===== src/rtl/apb_spi_master_fifo.sv =====
// APB-programmable SPI master with TX/RX FIFOs, selectable CPOL/CPHA/bit order,
// multiple active-low slave selects, back-to-back frames and RX overrun flag.
module apb_spi_master_fifo #(
  parameter int DATA_W     = 8,
  parameter int FIFO_DEPTH = 4,
  parameter int NUM_SS     = 2
) (
  input  logic              PCLK,
  input  logic              PRESET_n,
  input  logic              PSEL_i,
  input  logic              PENABLE_i,
  input  logic              PWRITE_i,
  input  logic [2:0]        PADDR_i,
  input  logic [DATA_W-1:0] PWDATA_i,
  output logic [DATA_W-1:0] PRDATA_o,
  output logic              PREADY_o,
  output logic              PSLVERR_o,
  input  logic              miso_i,
  output logic              mosi_o,
  output logic              sclk_o,
  output logic [NUM_SS-1:0] ss_o,
  output logic              spi_interrupt_request_o
);

  localparam int AW = $clog2(FIFO_DEPTH);
  localparam int EW = $clog2(2 * DATA_W);

  typedef enum logic [2:0] {S_IDLE, S_SETUP, S_SHIFT, S_HOLD, S_GAP} state_t;

  state_t            state;
  logic [6:0]        cr;            // {OVRIE,RXNEIE,TXEIE,LSBFE,CPHA,CPOL,SPE}
  logic [2:0]        ssr, l_ssr;
  logic [7:0]        br, l_br, cnt;
  logic              ovr, l_cpol, l_cpha, l_lsbfe;
  logic [EW-1:0]     edge_cnt;
  logic [DATA_W-1:0] tx_sh, rx_sh;

  logic [DATA_W-1:0] tx_mem [FIFO_DEPTH];
  logic [DATA_W-1:0] rx_mem [FIFO_DEPTH];
  logic [AW-1:0]     tx_wp, tx_rp, rx_wp, rx_rp;
  logic [AW:0]       tx_cnt, rx_cnt;

  logic tx_empty, tx_full, rx_empty, rx_full, busy;
  logic access, err, wr_ok, rd_ok, apb_push, apb_pop, abort;
  logic tick, last_edge, eng_pop, eng_push, rx_push_ok, ovr_set, ovr_clr;
  logic [DATA_W-1:0] tx_head;

  assign tx_empty = (tx_cnt == '0);
  assign tx_full  = (tx_cnt == (AW+1)'(FIFO_DEPTH));
  assign rx_empty = (rx_cnt == '0);
  assign rx_full  = (rx_cnt == (AW+1)'(FIFO_DEPTH));
  assign busy     = (state != S_IDLE);
  assign tx_head  = tx_mem[tx_rp];

  // APB decode: zero wait state, errors suppress every side effect.
  assign access    = PSEL_i & PENABLE_i;
  assign PREADY_o  = access;
  assign err       = (PADDR_i >= 3'd5)
                   | ((PADDR_i == 3'd4) & PWRITE_i & tx_full)
                   | ((PADDR_i == 3'd4) & ~PWRITE_i & rx_empty);
  assign PSLVERR_o = access & err;
  assign wr_ok     = access & PWRITE_i & ~err;
  assign rd_ok     = access & ~PWRITE_i & ~err;
  assign apb_push  = wr_ok & (PADDR_i == 3'd4);
  assign apb_pop   = rd_ok & (PADDR_i == 3'd4);
  assign ovr_clr   = wr_ok & (PADDR_i == 3'd3) & PWDATA_i[5];
  assign abort     = wr_ok & (PADDR_i == 3'd0) & ~PWDATA_i[0] & busy;

  assign tick       = (cnt == l_br);
  assign last_edge  = (edge_cnt == EW'(2 * DATA_W - 1));
  assign eng_pop    = ~abort & cr[0] & ~tx_empty &
                      ((state == S_IDLE) | ((state == S_HOLD) & tick));
  assign eng_push   = ~abort & (state == S_HOLD) & tick;
  assign rx_push_ok = eng_push & (~rx_full | apb_pop);
  assign ovr_set    = eng_push & rx_full & ~apb_pop;

  // NOTE: every output of a combinational block gets a default first so no latch is inferred.
  always_comb begin
    PRDATA_o = '0;
    case (PADDR_i)
      3'd0:    PRDATA_o[6:0] = cr;
      3'd1:    PRDATA_o[2:0] = ssr;
      3'd2:    PRDATA_o[7:0] = br;
      3'd3:    PRDATA_o[5:0] = {ovr, busy, rx_full, ~rx_empty, tx_full, tx_empty};
      3'd4:    if (!rx_empty) PRDATA_o = rx_mem[rx_rp];
      default: PRDATA_o = '0;
    endcase
  end

  function automatic logic [NUM_SS-1:0] ss_dec(input logic [2:0] idx);
    ss_dec = '1;
    for (int i = 0; i < NUM_SS; i++)
      if (idx == 3'(i)) ss_dec[i] = 1'b0;
  endfunction

  // NOTE: sequential state uses non-blocking assignments so every flop sees pre-edge values.
  always_ff @(posedge PCLK or negedge PRESET_n) begin
    if (!PRESET_n) begin
      cr  <= '0;
      ssr <= '0;
      br  <= '0;
      ovr <= 1'b0;
      spi_interrupt_request_o <= 1'b0;
    end else begin
      if (wr_ok && PADDR_i == 3'd0) cr  <= PWDATA_i[6:0];
      if (wr_ok && PADDR_i == 3'd1) ssr <= PWDATA_i[2:0];
      if (wr_ok && PADDR_i == 3'd2) br  <= PWDATA_i[7:0];
      ovr <= ovr_set | (ovr & ~ovr_clr);
      spi_interrupt_request_o <= (cr[4] & tx_empty) | (cr[5] & ~rx_empty) | (cr[6] & ovr);
    end
  end

  always_ff @(posedge PCLK or negedge PRESET_n) begin
    if (!PRESET_n) begin
      tx_wp <= '0; tx_rp <= '0; tx_cnt <= '0;
      rx_wp <= '0; rx_rp <= '0; rx_cnt <= '0;
    end else if (abort) begin
      tx_wp <= '0; tx_rp <= '0; tx_cnt <= '0;
      rx_wp <= '0; rx_rp <= '0; rx_cnt <= '0;
    end else begin
      if (apb_push)   tx_wp <= tx_wp + 1'b1;
      if (eng_pop)    tx_rp <= tx_rp + 1'b1;
      if (rx_push_ok) rx_wp <= rx_wp + 1'b1;
      if (apb_pop)    rx_rp <= rx_rp + 1'b1;
      tx_cnt <= tx_cnt + (AW+1)'(apb_push) - (AW+1)'(eng_pop);
      rx_cnt <= rx_cnt + (AW+1)'(rx_push_ok) - (AW+1)'(apb_pop);
    end
  end

  // NOTE: FIFO storage has no reset; the pointers and counts alone define validity.
  always_ff @(posedge PCLK) begin
    if (apb_push)   tx_mem[tx_wp] <= PWDATA_i;
    if (rx_push_ok) rx_mem[rx_wp] <= rx_sh;
  end

  always_ff @(posedge PCLK or negedge PRESET_n) begin
    if (!PRESET_n) begin
      state <= S_IDLE;
      ss_o <= '1; sclk_o <= 1'b0; mosi_o <= 1'b0;
      cnt <= '0; edge_cnt <= '0; tx_sh <= '0; rx_sh <= '0;
      l_cpol <= 1'b0; l_cpha <= 1'b0; l_lsbfe <= 1'b0; l_br <= '0; l_ssr <= '0;
    end else begin
      case (state)
        S_IDLE: begin
          sclk_o <= cr[1];
          ss_o   <= '1;
          if (eng_pop) begin
            ss_o  <= ss_dec(ssr);
            state <= S_SETUP;
          end
        end
        S_SETUP: begin
          if (tick) begin
            cnt   <= '0;
            state <= S_SHIFT;
          end else cnt <= cnt + 8'd1;
        end
        S_SHIFT: begin
          if (tick) begin
            cnt      <= '0;
            sclk_o   <= ~sclk_o;
            edge_cnt <= edge_cnt + 1'b1;
            // Even edge index is the leading edge; CPHA picks sample vs. shift role.
            if (~edge_cnt[0] ^ l_cpha)
              rx_sh <= l_lsbfe ? {miso_i, rx_sh[DATA_W-1:1]} : {rx_sh[DATA_W-2:0], miso_i};
            else begin
              mosi_o <= l_lsbfe ? tx_sh[0] : tx_sh[DATA_W-1];
              tx_sh  <= l_lsbfe ? (tx_sh >> 1) : (tx_sh << 1);
            end
            if (last_edge) state <= S_HOLD;
          end else cnt <= cnt + 8'd1;
        end
        S_HOLD: begin
          if (tick) begin
            if (eng_pop) begin
              if (ssr != l_ssr) begin
                ss_o  <= '1;
                state <= S_GAP;
              end else begin
                ss_o  <= ss_dec(ssr);
                state <= S_SETUP;
              end
            end else begin
              ss_o   <= '1;
              sclk_o <= l_cpol;
              state  <= S_IDLE;
            end
          end else cnt <= cnt + 8'd1;
        end
        S_GAP: begin
          ss_o  <= ss_dec(l_ssr);
          cnt   <= '0;
          state <= S_SETUP;
        end
        default: state <= S_IDLE;
      endcase

      // Frame latch: mode, divider and target are frozen here for the whole frame.
      if (eng_pop) begin
        l_cpol   <= cr[1];
        l_cpha   <= cr[2];
        l_lsbfe  <= cr[3];
        l_br     <= br;
        l_ssr    <= ssr;
        sclk_o   <= cr[1];
        cnt      <= '0;
        edge_cnt <= '0;
        mosi_o   <= cr[3] ? tx_head[0] : tx_head[DATA_W-1];
        tx_sh    <= cr[2] ? tx_head : (cr[3] ? (tx_head >> 1) : (tx_head << 1));
      end

      if (abort) begin
        state  <= S_IDLE;
        ss_o   <= '1;
        sclk_o <= PWDATA_i[1];
      end
    end
  end

endmodule


===== config.mk =====
export PLATFORM = sky130hd
export DESIGN_NAME = apb_spi_master_fifo
export DESIGN_NICKNAME = d
export VERILOG_FILES = /design/src/rtl/apb_spi_master_fifo.sv
export SDC_FILE = /design/constraint.sdc
export NUM_CORES = 1
export LEC_CHECK = 0
export ABC_CLOCK_PERIOD_IN_PS = 2800
export CORE_ASPECT_RATIO = 0.75
export CORE_UTILIZATION = 50
export DETAILED_ROUTE_END_ITERATION = 7
export PLACE_DENSITY_LB_ADDON = 0.1
export RECOVER_POWER = 50
export SLEW_MARGIN = 15
export SYNTH_ARGS = -nofsm -noshare
export SYNTH_HDL_FRONTEND = slang
export SYNTH_SLANG_ARGS = --single-unit

===== constraint.sdc =====
create_clock -name PCLK -period 2.8 [get_ports PCLK]
set_input_delay 0.56 -clock PCLK [delete_from_list [all_inputs] [get_ports PCLK]]
set_output_delay 0.56 -clock PCLK [all_outputs]
set_load 0.01 [all_outputs]

-- After elaboration in Yosys (flattened, before gate mapping)
Memory sizes are Yosys's and may differ from the RTL's.
Cells that the tools add are included.
- register bits: 83
- RAM bits: 64
- input bits: 17
- memories: 2
- memories (name ; depth ; bits a word ; rd ports ; clocked after memory_dff ; write ports ; RTL line ; text):
    rx_mem ; 4 ; 8 ; 1 ; 0 ; 1 ; 39 ; logic [DATA_W-1:0] rx_mem [FIFO_DEPTH];
    tx_mem ; 4 ; 8 ; 1 ; 0 ; 1 ; 38 ; logic [DATA_W-1:0] tx_mem [FIFO_DEPTH];
- add/subtract/negate cells: 10
- $lt $le $gt $ge: 1
- equal/unequal tests: 24
- multiplexer cells: 64
- bitwise logic cells: 49
- reductions and logical operators: 27
- operators by type and width (operator ; number):
    8-bit 2-to-1 mux ; 12
    1-bit bitwise AND ; 30
    3-bit 2-to-1 mux ; 10
    3-bit one-hot mux with 5 select lines ; 2
    2-bit 2-to-1 mux ; 13
    8-bit one-hot mux with 3 select lines ; 1
    3-bit zero test ; 6
    1-bit 2-to-1 mux ; 18
    3-bit inequality test (second input constant) ; 6
    3-bit by 1-bit == test with 1-bit output (second input constant) ; 4
    3-bit by 2-bit == test with 1-bit output (second input constant) ; 4
    3-bit == test (second input constant) ; 4
    4-bit 2-to-1 mux ; 3
    3-bit one-hot mux with 4 select lines ; 1
    2-bit nonzero test ; 6
    1-bit inverter ; 11
    3-bit AND reduction ; 3
    2-bit by 1-bit adder with 2-bit output (second input constant) ; 4
    8-bit by 1-bit adder with 8-bit output (second input constant) ; 1
    8-bit == test ; 1
    4-bit inequality test (second input constant) ; 2
    4-bit nonzero test ; 2
    1-bit OR ; 7
    3-bit by 1-bit adder with 3-bit output ; 2
    16 further kinds ; 22

-- Depth between registers and ports, before layout
Gate-level depths: netlist (run 1).
- word-level depth: 18
- mapped depth: 15
- mapped depth without buffers: 14

-- Worst setup path before layout (run 1)
No wires, ideal clock.
- path kind: in2reg
- from: input port PADDR_i[1]
- to: register rx_cnt[2]
- setup time: 0.132 ns
- arrival time: 3.094 ns
- setup slack: -0.426 ns
- stages on the path: 15
- cells stage by stage: buf_6 > or4b_1 > buf_2 > nor3_4 > nor2b_2 > nor3_4 > inv_1 > ha_1 > inv_1 > ha_1 > inv_1 > fa_1 > xor2_1 > xnor2_1 > nor2_1
- cells in the longest elaborated chain, start to end: 17
- ends and longest elaborated chain (item ; RTL line ; text):
    start: declaration ; 13 ; input logic [2:0] PADDR_i,
    3-bit == test ; 59, 60, 65 ;
    1-bit bitwise AND (2 in a row) ; 59 ; | ((PADDR_i == 3'd4) & PWRITE_i & tx_full)
    1-bit OR ; 59 ;
    1-bit OR ; 60 ; | ((PADDR_i == 3'd4) & ~PWRITE_i & rx_empty);
    1-bit inverter ; 62, 63 ;
    1-bit bitwise AND ; 62 ; assign wr_ok = access & PWRITE_i & ~err;
    1-bit bitwise AND (3 in a row) ; 67 ; assign abort = wr_ok & (PADDR_i == 3'd0) & ~PWDATA_i[0] & busy;
    1-bit inverter ; 73 ; assign eng_push = ~abort & (state == S_HOLD) & tick;
    1-bit bitwise AND (2 in a row) ; 73 ;
    1-bit bitwise AND ; 74 ; assign rx_push_ok = eng_push & (~rx_full | apb_pop);
    3-bit by 1-bit adder with 3-bit output ; 126 ; rx_cnt <= rx_cnt + (AW+1)'(rx_push_ok) - (AW+1)'(apb_pop);
    3-bit by 1-bit subtractor with 3-bit output ; 126 ;
    3-bit 2-to-1 mux (*) ; 117 ; end else if (abort) begin
    end signal: assignment ; 126 ;
    end: declaration ; 41 ; logic [AW:0] tx_cnt, rx_cnt;
Every way passes the cells marked *; elsewhere a longest branch is shown, timed or not.
A chain may end at the register's enable or synchronous reset.

-- Worst setup path in the final report (run 1)
- from: input port PWRITE_i
- to: output port PSLVERR_o
- cells in the longest elaborated chain, start to end: 5
- ends and longest elaborated chain (item ; RTL line ; text):
    start: declaration ; 12 ; input logic PWRITE_i,
    1-bit bitwise AND / 1-bit inverter (equally long branches) ; 59, 60 ;
    1-bit bitwise AND, on equally long branches ; 59, 60 ;
    1-bit OR / 1-bit bitwise AND (equally long branches) ; 59, 60 ;
    1-bit OR (*) ; 60 ;
    1-bit bitwise AND (*) ; 61 ; assign PSLVERR_o = access & err;
    end: declaration ; 17 ; output logic PSLVERR_o,
Marks and branches as above.

==> results of run 1 <==
cell type report:
| cell class | instances | area [µm²] | share of cell area, % |
|---|---|---|---|
| timing repair buffer | 101 | 925.9 | 10.33 |
| inverter | 27 | 101.3 | 1.131 |
| multi-input combinational | 400 | 3154 | 35.19 |
| tap | 195 | 244.0 | 2.722 |
| clock buffer | 17 | 425.4 | 4.746 |
| clock inverter | 15 | 107.6 | 1.200 |
| sequential | 147 | 4005 | 44.68 |
worst register-to-register path, stage by stage (launching register included):
cell and delay, ns:
dfrtp_1 0.36, nor3_1 0.07, or4b_4 0.50, nor3_4 0.16, nor2b_2 0.08, nor3_4 0.14, inv_1 0.07, ha_1 0.27
inv_1 0.07, ha_1 0.15, inv_1 0.05, fa_2 0.34, xor2_1 0.19, xnor2_1 0.16, nor2_1 0.05
logic make-up (layout without fill, tap and decap cells):
| kind of cell | Yosys count | in the layout | synth area share [%] |
|---|---|---|---|
| flip-flops | 147 | 147 | 54.75 |
| buffers and inverters | 59 | 160 | 3.373 |
| multiplexers | 76 | 76 | 14.62 |
| adder cells (fa/ha/maj) | 16 | 16 | 2.945 |
| XOR/XNOR | 28 | 28 | 3.356 |
| AND/OR/NAND/NOR | 195 | 195 | 13.08 |
| AO/OA/AOI/OAI | 85 | 85 | 7.876 |
final timing paths:
path	startpoint	end	slack [ns]	cells past startpoint
worst max register to register	rx_cnt[0]	rx_cnt[2]	0.02	14
worst min-delay path	mosi_o	mosi_o	0.47	1
worst min register to register	mosi_o	mosi_o	0.47	1
min in group asynchronous	PRESET_n	tx_sh[7]	0.79	1
worst max-delay path	PWRITE_i	PSLVERR_o	-0.002	5
max in group asynchronous	PRESET_n	cnt[7]	0.60	1
per-layer routing:
metal | GRT usage, % | routed length (µm)
met4 | 6.528 | 176
met2 | 37.33 | 7756
met3 | 7.325 | 871
met1 | 37.58 | 8595
met5 | 0 | 0
where the power goes:
part / switching (mW) / total [mW] / internal [mW] / leakage [nW]
registers: 0.551 / 3.28 / 2.73 / 1.66
clock network: 0.923 / 2.06 / 1.13 / 0.249
logic: 1.43 / 2.83 / 1.40 / 1.74
total: 2.90 / 8.16 / 5.26 / 3.65
placed cells by master, fill, tap and decap left out, types with 4 or more instances in the layout:
cell | Yosys | layout
nand2_1 | 83 | 81
dfrtp_1 | 81 | 78
edfxtp_1 | 64 | 64
buf_4 | 1 | 58
nor2_1 | 41 | 40
o21ai_0 | 29 | 29
mux2i_1 | 28 | 28
mux2_2 | 25 | 25
inv_1 | 26 | 24
mux4_2 | 22 | 22
clkbuf_16 | 0 | 17
nand3_1 | 13 | 13
and2_1 | 14 | 13
xnor2_1 | 16 | 12
a21oi_1 | 12 | 12
xor2_1 | 12 | 12
ha_1 | 14 | 12
dlygate4sd2_1 | 0 | 10
dlygate4sd3_1 | 0 | 10
clkdlybuf4s50_1 | 0 | 10
buf_12 | 0 | 9
o22ai_1 | 6 | 6
nor3_1 | 6 | 5
or3_1 | 5 | 5
nand4_1 | 5 | 5
nand2b_1 | 4 | 4
xnor2_2 | 0 | 4
a31oi_1 | 4 | 4
a22oi_1 | 4 | 4
clkinvlp_4 | 0 | 4
inv_6 | 0 | 4
Yosys cell counts (all sizes together), types with 12 or more instances:
cell type and count:
a21oi 12, nand2 83, ha 14, mux2 26, nand3 13, clkbuf 21, o21ai 29, edfxtp 64
nor2 42, inv 27, dfrtp 81, and2 14, xnor2 16, xor2 12, mux2i 28, mux4 22
stage by stage:
| stage | instances | TNS (ns) | hold WS, ns | power (mW) |
|---|---|---|---|---|
| finish | 902 | -0.001745 | 0.4735 | 8.162 |
| global route | 902 | -0.2289 | 0.5073 | 8.661 |
| CTS | 900 | -0.05648 | 0.1208 | 8.102 |
| detailed placement | 863 | -4.702 | 0.4704 | 6.007 |
| global placement | 863 | -4.449 | 0.4634 | 5.880 |
| floorplan | 606 | -0.6100 | 0.2644 | 4.989 |
what timing repair did:
item                       in CTS  in global routing
resized for setup              13                 14
pin swaps                       4                  4
setup endpoints to repair      12                  7
buffers inserted                5                  2
sequential cells by signal (all words and copies together) (netlist names), 7 cells and up:
| signal | cells |
|---|---|
| rx_mem | 32 |
| cr | 7 |
| br | 8 |
| tx_mem | 32 |
| tx_sh | 8 |
| cnt | 8 |
| rx_sh | 8 |
| l_br | 8 |
==> key figures, run 1 <==
Logic synthesis
  • Synth area leader: dfrtp_1
  • Count of mapped cells out of synthesis: 606
  • Mapped cell area: about 0.0073 mm²
  • Area fraction of the dominant cell type after synthesis: 27.73%
  • #FFs+latches synth: roughly 150
  • Dominant cells by area after synthesis: dfrtp_1 28%, edfxtp_1 26%, mux4_2 6.8%
  • Post-synth cell types: 64
  • Syn_nets: 639
  • Post-synth EDFFs: 64
  • Mean Syn Cell Area: roughly 12 µm²
  • Synthesis Warnings: 0
  • Share of flip-flops with an asynchronous set or reset: 56.46%
  • Main synth FF type: dfrtp_1
  • Seq/Total Area, Yosys: 54.75%

Clocking
  • # clock sinks: around 150
  • CTS Hold Bufs: 0
  • Clk root buf: clkbuf_16
  • H-tree lvl count: 4
  • Total CTS buffers: 17
  • Clk Latency, worst-skew pair: 0.42 ns
  • Longest Clk Path Bufs: 2
  • Clock slew at reported path FFs: 0.06 ns
  • CTS tree: built

Setup path
  • Critical-path top delay cell: clkdlybuf4s50_1
  • Worst path buffer plus inverter count: 3
  • Critical path class: primary input to output pin
  • Setup crit start kind: primary input
  • CP Capture Type: output pin
  • Crit Path Max Fanout: 4
  • Arrival @ worst endpoint: 2.24 ns
  • CP max stage delay: 0.58 ns
  • Crit path top cell by count: clkdlybuf4s50_1
  • Worst Path Required: 2.24 ns
  • Worst-path cell chain: clkdlybuf4s50_1 > clkbuf_1 > mux2i_1 > a21oi_1 > clkdlybuf4s50_1
  • Cell class contributing the biggest share of worst-path delay: buffers and inverters

Global route
  • Overall Global Routing Usage: between 20% and 30%
  • Largest net degree at the start of global routing: 47
  • Number of global-route vias before repair: 5202
  • First-pass GRT wire length: ~29 mm
  • Global route overflow: 0
  • Initial antenna violation count: 0

Finish
  • Design area: roughly 0.009 mm²
  • Share of cells above drive strength 1: 25.32%
  • Final design utilization: 64.11%
  • Fillcell total: 1130
  • Nets: 727
  • Area delta synth->final: 22.65%
  • Antenna Cells: 0

STA
  • Max frequency: approximately 360 MHz
  • Setup ws final: -0.001745 ns
  • Final clock skew: 0.01029 ns
  • Hold violation count in the final report: 0
  • Minimum clock period: 2.802 ns
  • Worst slew pin tran: 2.208 ns
  • Slew Limit Headroom: -47.17%
  • RSZ-0062 raised after global routing: true
  • Max Transition Viols Final: 38
  • Post-route clock period utilization: 100.1%
  • Setup violators final: 1

Power
  • Peak VDD IR: 481.5 µV
  • Cell area power density: 910.6 mW/mm²
  • P_leak: 3.651 nW

Floorplanning
  • Core box area: 0.01398 mm²
  • Die Area: ~0.015 mm²
  • Rows: 37
  • Initial Util: 52.27%
  • Die W: 141.6 µm
  • I/O pin total: 32
  • Vert. Die Dim: 106.7 µm

Place
  • Gpl congestion: between 0.9 and 1
  • Post-DP Area: 0.008330 mm²
  • Post-DP HPWL: 12.65 mm
  • I/O Buffers: 31
  • Placement Setup Slack: -0.6616 ns

Min path
  • Hold crit path type: register to register

Detailed routing
  • DRT Wirelength: around 17 mm
  • DR vias: 5085
  • Remaining DRCs: 0
  • WL/cell: roughly 19 µm
  • Initial DRC count: 468
  • Pre-antenna DRT Iters: 5
  • Vias/cell: 5.637
  • Antenna viol nets, final: 0

Status
  • Status: finished with violations
  • Failing checks: capacitance limit, slew limit, setup timing

Job
  • Max_cap viols: 1
(Power assumes the default switching activity.)
==> run 2: changes to the inputs <==
- CORE_UTILIZATION: 50 -> 38
==> run 2 against run 1 <==
Against the previous run: the flow still finishes with violations (capacitance limit, slew limit, setup timing); clock-buffer cell count grew 2; non-clock buffer count grew 4; register-to-register slack lost 0.02 ns; clock skew grew 0.0027 ns; cell count grew 6.2%; routed wire length grew 3.6%; largest cell class unchanged.
==> key figures, run 2 (synthesis results as in run 1) <==
Status
  • Status: finished with violations
  • Failing checks: capacitance limit, slew limit, setup timing

Place
  • I/O Buffers: 31
  • Post-DP HPWL: roughly 13 mm
  • Gpl congestion: ~0.88
  • Placement Setup Slack: -0.6180 ns
  • Post-DP Area: around 0.0084 mm²
  • Inst Count DP: 918

Finish
  • Commonest cells after routing, fill and taps aside: 82 x nand2_1, 81 x dfrtp_1, 64 x edfxtp_1, 60 x buf_4, 40 x nor2_1
  • Fin cells: roughly 960
  • Design area: ~0.0090 mm²
  • Antenna Cells: 0
  • Fillcell total: about 1700
  • Top Registers: rx_mem: 32 flops, tx_mem: 32 flops
  • Nets: 731
  • Final design utilization: about half
  • Area delta synth->final: 23.47%
  • Most common library cell in the layout ignoring fill and taps: nand2_1
  • Share of cells above drive strength 1: 24.75%

Power
  • P_leak: 3.679 nW
  • Peak VDD IR: 340.4 µV
  • Cell area power density: 901.1 mW/mm²

Global route
  • Initial antenna violation count: 0
  • Global route overflow: 0
  • First-pass GRT wire length: 28.55 mm
  • Number of global-route vias before repair: 5006
  • Largest net degree at the start of global routing: 51
  • Overall Global Routing Usage: around 20%

Clocking
  • Clock slew at reported path FFs: ~0.060 ns
  • H-tree lvl count: 4
  • Clk Latency, worst-skew pair: 0.43 ns
  • Clk root buf: clkbuf_16
  • CTS tree: built
  • Longest Clk Path Bufs: 2
  • Total CTS buffers: 17
  • # clock sinks: 147
  • CTS Hold Bufs: 0

Setup path
  • CP Capture Type: register
  • Critical path class: primary input to register
  • Worst path buffer plus inverter count: 4
  • Crit path top cell by count: inv_1
  • Setup crit start kind: primary input
  • R2r setup slk: 0 ns
  • Crit Path Max Fanout: 2
  • Arrival @ worst endpoint: 3.13 ns
  • Worst Path Required: between 3 and 4 ns
  • Critical-path top delay cell: or4b_4
  • Worst-path cell chain: dlygate4sd2_1 > or4b_4 > nor3_4 > nor2b_2 > nor3_4 > inv_1 > ha_1 > inv_1 > ha_1 > inv_1 > fa_2 > xor2_2 > xnor2_1 > nor2_1
  • Cell class contributing the biggest share of worst-path delay: simple AND/OR/NAND/NOR gates
  • CP max stage delay: 0.56 ns

Job
  • Max_cap viols: 1

STA
  • Minimum clock period: 2.809 ns
  • Post-route clock period utilization: 100.3%
  • Hold violation count in the final report: 0
  • Setup violators final: 1
  • Final clock skew: 0.01296 ns
  • Slew Limit Headroom: -29.36%
  • Min Hold Slack: 0.4922 ns
  • RSZ-0062 raised after global routing: true
  • Worst slew pin tran: 1.940 ns
  • Max frequency: 356.0 MHz
  • Setup ws final: -0.009187 ns
  • Max Transition Viols Final: 35

Detailed routing
  • Remaining DRCs: 0
  • DRT Wirelength: 18.02 mm
  • Initial DRC count: roughly 380
  • Antenna viol nets, final: 0
  • Pre-antenna DRT Iters: 4
  • Vias/cell: 5.294
  • DR vias: 5072
  • WL/cell: between 15 and 20 µm

Floorplanning
  • Die Area: 0.01980 mm²
  • Initial Util: 39.15%
  • Vert. Die Dim: 122.1 µm
  • Die W: approximately 160 µm
  • I/O pin total: 32
  • Rows: 43
  • Core box area: about 0.019 mm²

Min path
  • Hold crit path type: register to register
-- run 2: cell count changes in the layout (fill, tap and decap cells not counted), moves of 2 or more --
cell,delta
nor3b_2,-2
clkbuf_1,+3
clkbuf_4,+2
dfrtp_1,+3
dfrtp_2,-3
nor3b_1,+2
buf_4,+2
clkinv_1,-2
clkinvlp_4,-3
-- run 2: path summary, 6_finish.rpt --
| kind | startpoint | to | cells past startpoint |
|---|---|---|---|
| worst max register to register | rx_cnt[0] | rx_cnt[2] | 14 |
| max in group asynchronous | PRESET_n | rx_cnt[1] | 2 |
| worst min register to register | mosi_o | mosi_o | 1 |
| worst min-delay path | mosi_o | mosi_o | 1 |
| worst max-delay path | PADDR_i[0] | rx_cnt[2] | 14 |
| min in group asynchronous | PRESET_n | cnt[4] | 1 |
-- run 2: power breakdown --
group          internal (mW)  total (mW)  switching (mW)
Sequential              2.73        3.28           0.550
Combinational           1.37        2.77            1.40
Clock                   1.14        2.08           0.934
-- run 2: stage by stage --
step                total power [mW]  setup TNS, ns
floorplan                      4.989        -0.6100
global placement               5.955         -4.605
detailed placement             6.015         -5.179
CTS                            8.136              0
global route                   8.627         -3.686
finish                         8.131      -0.009187
-- run 2: what timing repair did --
action,in CTS,in global routing
endpoints found under the hold margin,0,0
pin swaps,2,6
buffers inserted,5,3
endpoints found under the setup margin,11,5
gates resized for setup,13,9
-- run 2: cell type report --
cell class              count  area, µm²  area share (%)
clock buffers              19      432.9           4.798
clock inverters            13      100.1           1.109
inverters                  27      101.3           1.123
multi-input cells         400       3137           34.76
flip-flops and latches    147       4001           44.34
well taps                 247      309.0           3.425
repair buffers            105      942.2           10.44
-- run 2: metal layers --
layer  part of all wire (%)  GRT usage [%]  wire (µm)  vias to the layer above
met2                     43          27.71       7697                      119
li1                       -              -          -                     2383
met4                    1.4          6.073        246                        0
met3                    4.5          4.188        806                       17
met1                     51          29.84       9269                     2553
met5                      0              0          0                        -
==> run 3: changes to the inputs <==
- CORE_UTILIZATION: 38 -> 55
==> run 3 against run 2 <==
Against the previous run: the flow still finishes with violations (capacitance limit, slew limit, setup timing); critical path depth is 1 higher; maximum frequency decreased by 1.1%; combinational power up 3%; via count is 1.6% higher; utilization increased by 21 points; register-to-register slack worse by 0.04 ns; sequential share of layout area grew 0.23 points; first-iteration DRC count grew 23%; non-clock buffer count shrank 3; critical path type unchanged; critical endpoint unchanged; highest routed layer unchanged.
==> key figures, run 3 (synthesis results as in run 1) <==
Global route
  • Number of global-route vias before repair: ~5000
  • First-pass GRT wire length: 27.86 mm
  • Global route overflow: 0
  • Largest net degree at the start of global routing: 55
  • Initial antenna violation count: 0
  • Overall Global Routing Usage: 27.50%

Clocking
  • Clock slew at reported path FFs: 0.06 ns
  • CTS Hold Bufs: 0
  • Longest Clk Path Bufs: 2
  • Total CTS buffers: 17
  • Clk Latency, worst-skew pair: around 0.42 ns
  • Clk root buf: clkbuf_16
  • # clock sinks: 147
  • CTS tree: built
  • H-tree lvl count: 4

Place
  • Inst Count DP: 839
  • Gpl congestion: 0.9286
  • I/O Buffers: 31
  • Post-DP HPWL: around 12 mm

Setup path
  • R2r startpoint: rx_cnt[0]
  • Worst r2r dst: rx_cnt[2]
  • Worst Path Required: 3.11 ns
  • Critical-path top delay cell: clkdlybuf4s50_1
  • CP Capture Type: register
  • Critical path class: primary input to register
  • Crit path top cell by count: inv_1
  • R2R depth: 14
  • CP max stage delay: 0.52 ns
  • R2r setup slk: -0.04 ns
  • Worst-path cell chain: clkdlybuf4s50_1 > and2_4 > nand2_1 > nor3_4 > nor2b_4 > nor3_4 > inv_1 > ha_1 > inv_1 > ha_1 > inv_1 > fa_2 > xor2_2 > xnor2_1 > nor2_1
  • Crit Path Max Fanout: 2
  • Setup crit start kind: primary input
  • Arrival @ worst endpoint: between 3 and 4 ns

STA
  • Post-route clock period utilization: 101.5%
  • RSZ-0062 raised after global routing: true
  • Hold violation count in the final report: 0
  • Setup TNS: -0.04171 ns
  • Final clock skew: around 0.01 ns
  • Worst slew pin tran: 1.610 ns
  • Setup violators final: 1
  • Min Hold Slack: 0.4779 ns
  • Minimum clock period: 2.842 ns
  • Setup ws final: -0.04171 ns
  • Slew Limit Headroom: -7.302%
  • Max frequency: 351.9 MHz
  • Max Transition Viols Final: 31

Floorplanning
  • Die W: approximately 140 µm
  • Vert. Die Dim: between 100 and 150 µm
  • Initial Util: between 50% and 60%
  • Die Area: around 0.014 mm²
  • Rows: 36
  • I/O pin total: 32
  • Core box area: 0.01297 mm²

Finish
  • Area delta synth->final: 22.82%
  • Fillcell total: 952
  • Commonest cells after routing, fill and taps aside: 81 x nand2_1, 81 x dfrtp_1, 64 x edfxtp_1, 60 x buf_4, 40 x nor2_1
  • Nets: roughly 730
  • Area occupied by multi-input gates: between 0.003 and 0.004 mm²
  • Share of cells above drive strength 1: between 20% and 30%
  • Antenna Cells: 0
  • Top Registers: rx_mem: 32 flops, tx_mem: 32 flops
  • FF+latch area: 0.004001 mm²
  • Fin cells: a little under 900

Detailed routing
  • WL/cell: 19.79 µm
  • DRT Wirelength: 17.40 mm
  • Remaining DRCs: 0
  • Initial DRC count: ~470
  • Antenna viol nets, final: 0
  • DR vias: just over 5000
  • Pre-antenna DRT Iters: 5
  • Vias/cell: 5.861

Min path
  • Hold crit path type: register to register
  • Worst Hold Launch: mosi_o
  • Hold Path End: mosi_o
  • Min-Delay Path Depth: 1

Power
  • P_leak: between 3 and 4 nW
  • Cell area power density: roughly 930 mW/mm²
  • Peak VDD IR: 547.8 µV

Status
  • Status: finished with violations
  • Failing checks: capacitance limit, slew limit, setup timing

Job
  • Max_cap viols: 1
## run 3: changes by cell type in the layout (fill, tap and decap cells not counted), moves of 2 or more
cell	delta
bufinv_16	+2
clkdlybuf4s15_1	+2
buf_12	-2
dlygate4sd2_1	-2
clkinv_4	+2
dlygate4sd3_1	-2
inv_6	-5
nor3b_1	-2
## run 3: what timing repair did
action | 4_1_cts | 5_1_grt
setup endpoints to repair | 12 | 9
buffers inserted | 6 | 2
pin swaps | 5 | 4
resized for setup | 17 | 16
endpoints found under the hold margin | 0 | 0
## run 3: area by class of cell
| cell class | count | share of cell area, % |
|---|---|---|
| clock buffers | 21 | 5.255 |
| clock inverters | 11 | 1.422 |
| inverters | 27 | 1.129 |
| multi-input cells | 400 | 35.18 |
| flip-flops and latches | 147 | 44.58 |
| well taps | 171 | 2.384 |
| repair buffers | 102 | 10.05 |
## run 3: critical path: cells and delay by family
family / cells / cell delay (ns)
xor+xnor: 2 / 0.32
fa+ha+maj: 3 / 0.80
buf+inv: 4 / 0.73
simple gates: 6 / 0.74
## run 3: stage by stage
stage               cell area [µm²]  setup slack (ns)  total power [mW]  utilization [%]
floorplan                      7357           -0.3770             4.989                -
global placement               8275           -0.5556             5.845            63.79
detailed placement             8275           -0.6093             5.962            63.79
CTS                            8924          -0.02088             8.297            68.79
global route                   8976           -0.1658             8.862            69.19
finish                         8976          -0.04171             8.384            69.19
## run 3: per-layer routing
metal / part of all wire, % / track usage [%] / vias to the layer above / wire [µm]
met5: 0 / 0 / - / 0
met4: 0.88 / 7.260 / 0 / 153
met3: 6.3 / 6.349 / 16 / 1099
met2: 45 / 39.80 / 174 / 7809
met1: 48 / 41.78 / 2591 / 8333
li1: - / - / 2371 / -
## run 3: how the worst max path moves through the flow
stage,from,endpoint,slack [ns],cells after the start
5_1_grt,rx_cnt[1],rx_cnt[2],-0.17,14
3_3_place_gp,PADDR_i[2],rx_cnt[2],-0.56,14
3_5_place_dp,PADDR_i[1],rx_cnt[2],-0.61,14
4_1_cts,rx_cnt[0],rx_cnt[2],-0.02,14
6_report,PENABLE_i,rx_cnt[2],-0.04,15
2_1_floorplan,PADDR_i[1],rx_cnt[2],-0.38,15
## run 3: power by group
group          internal, mW  leakage, nW  switching [mW]
Sequential             2.73         1.66           0.549
Combinational          1.41         1.76            1.43
Clock                  1.39        0.296           0.871
Total                  5.53         3.72            2.85
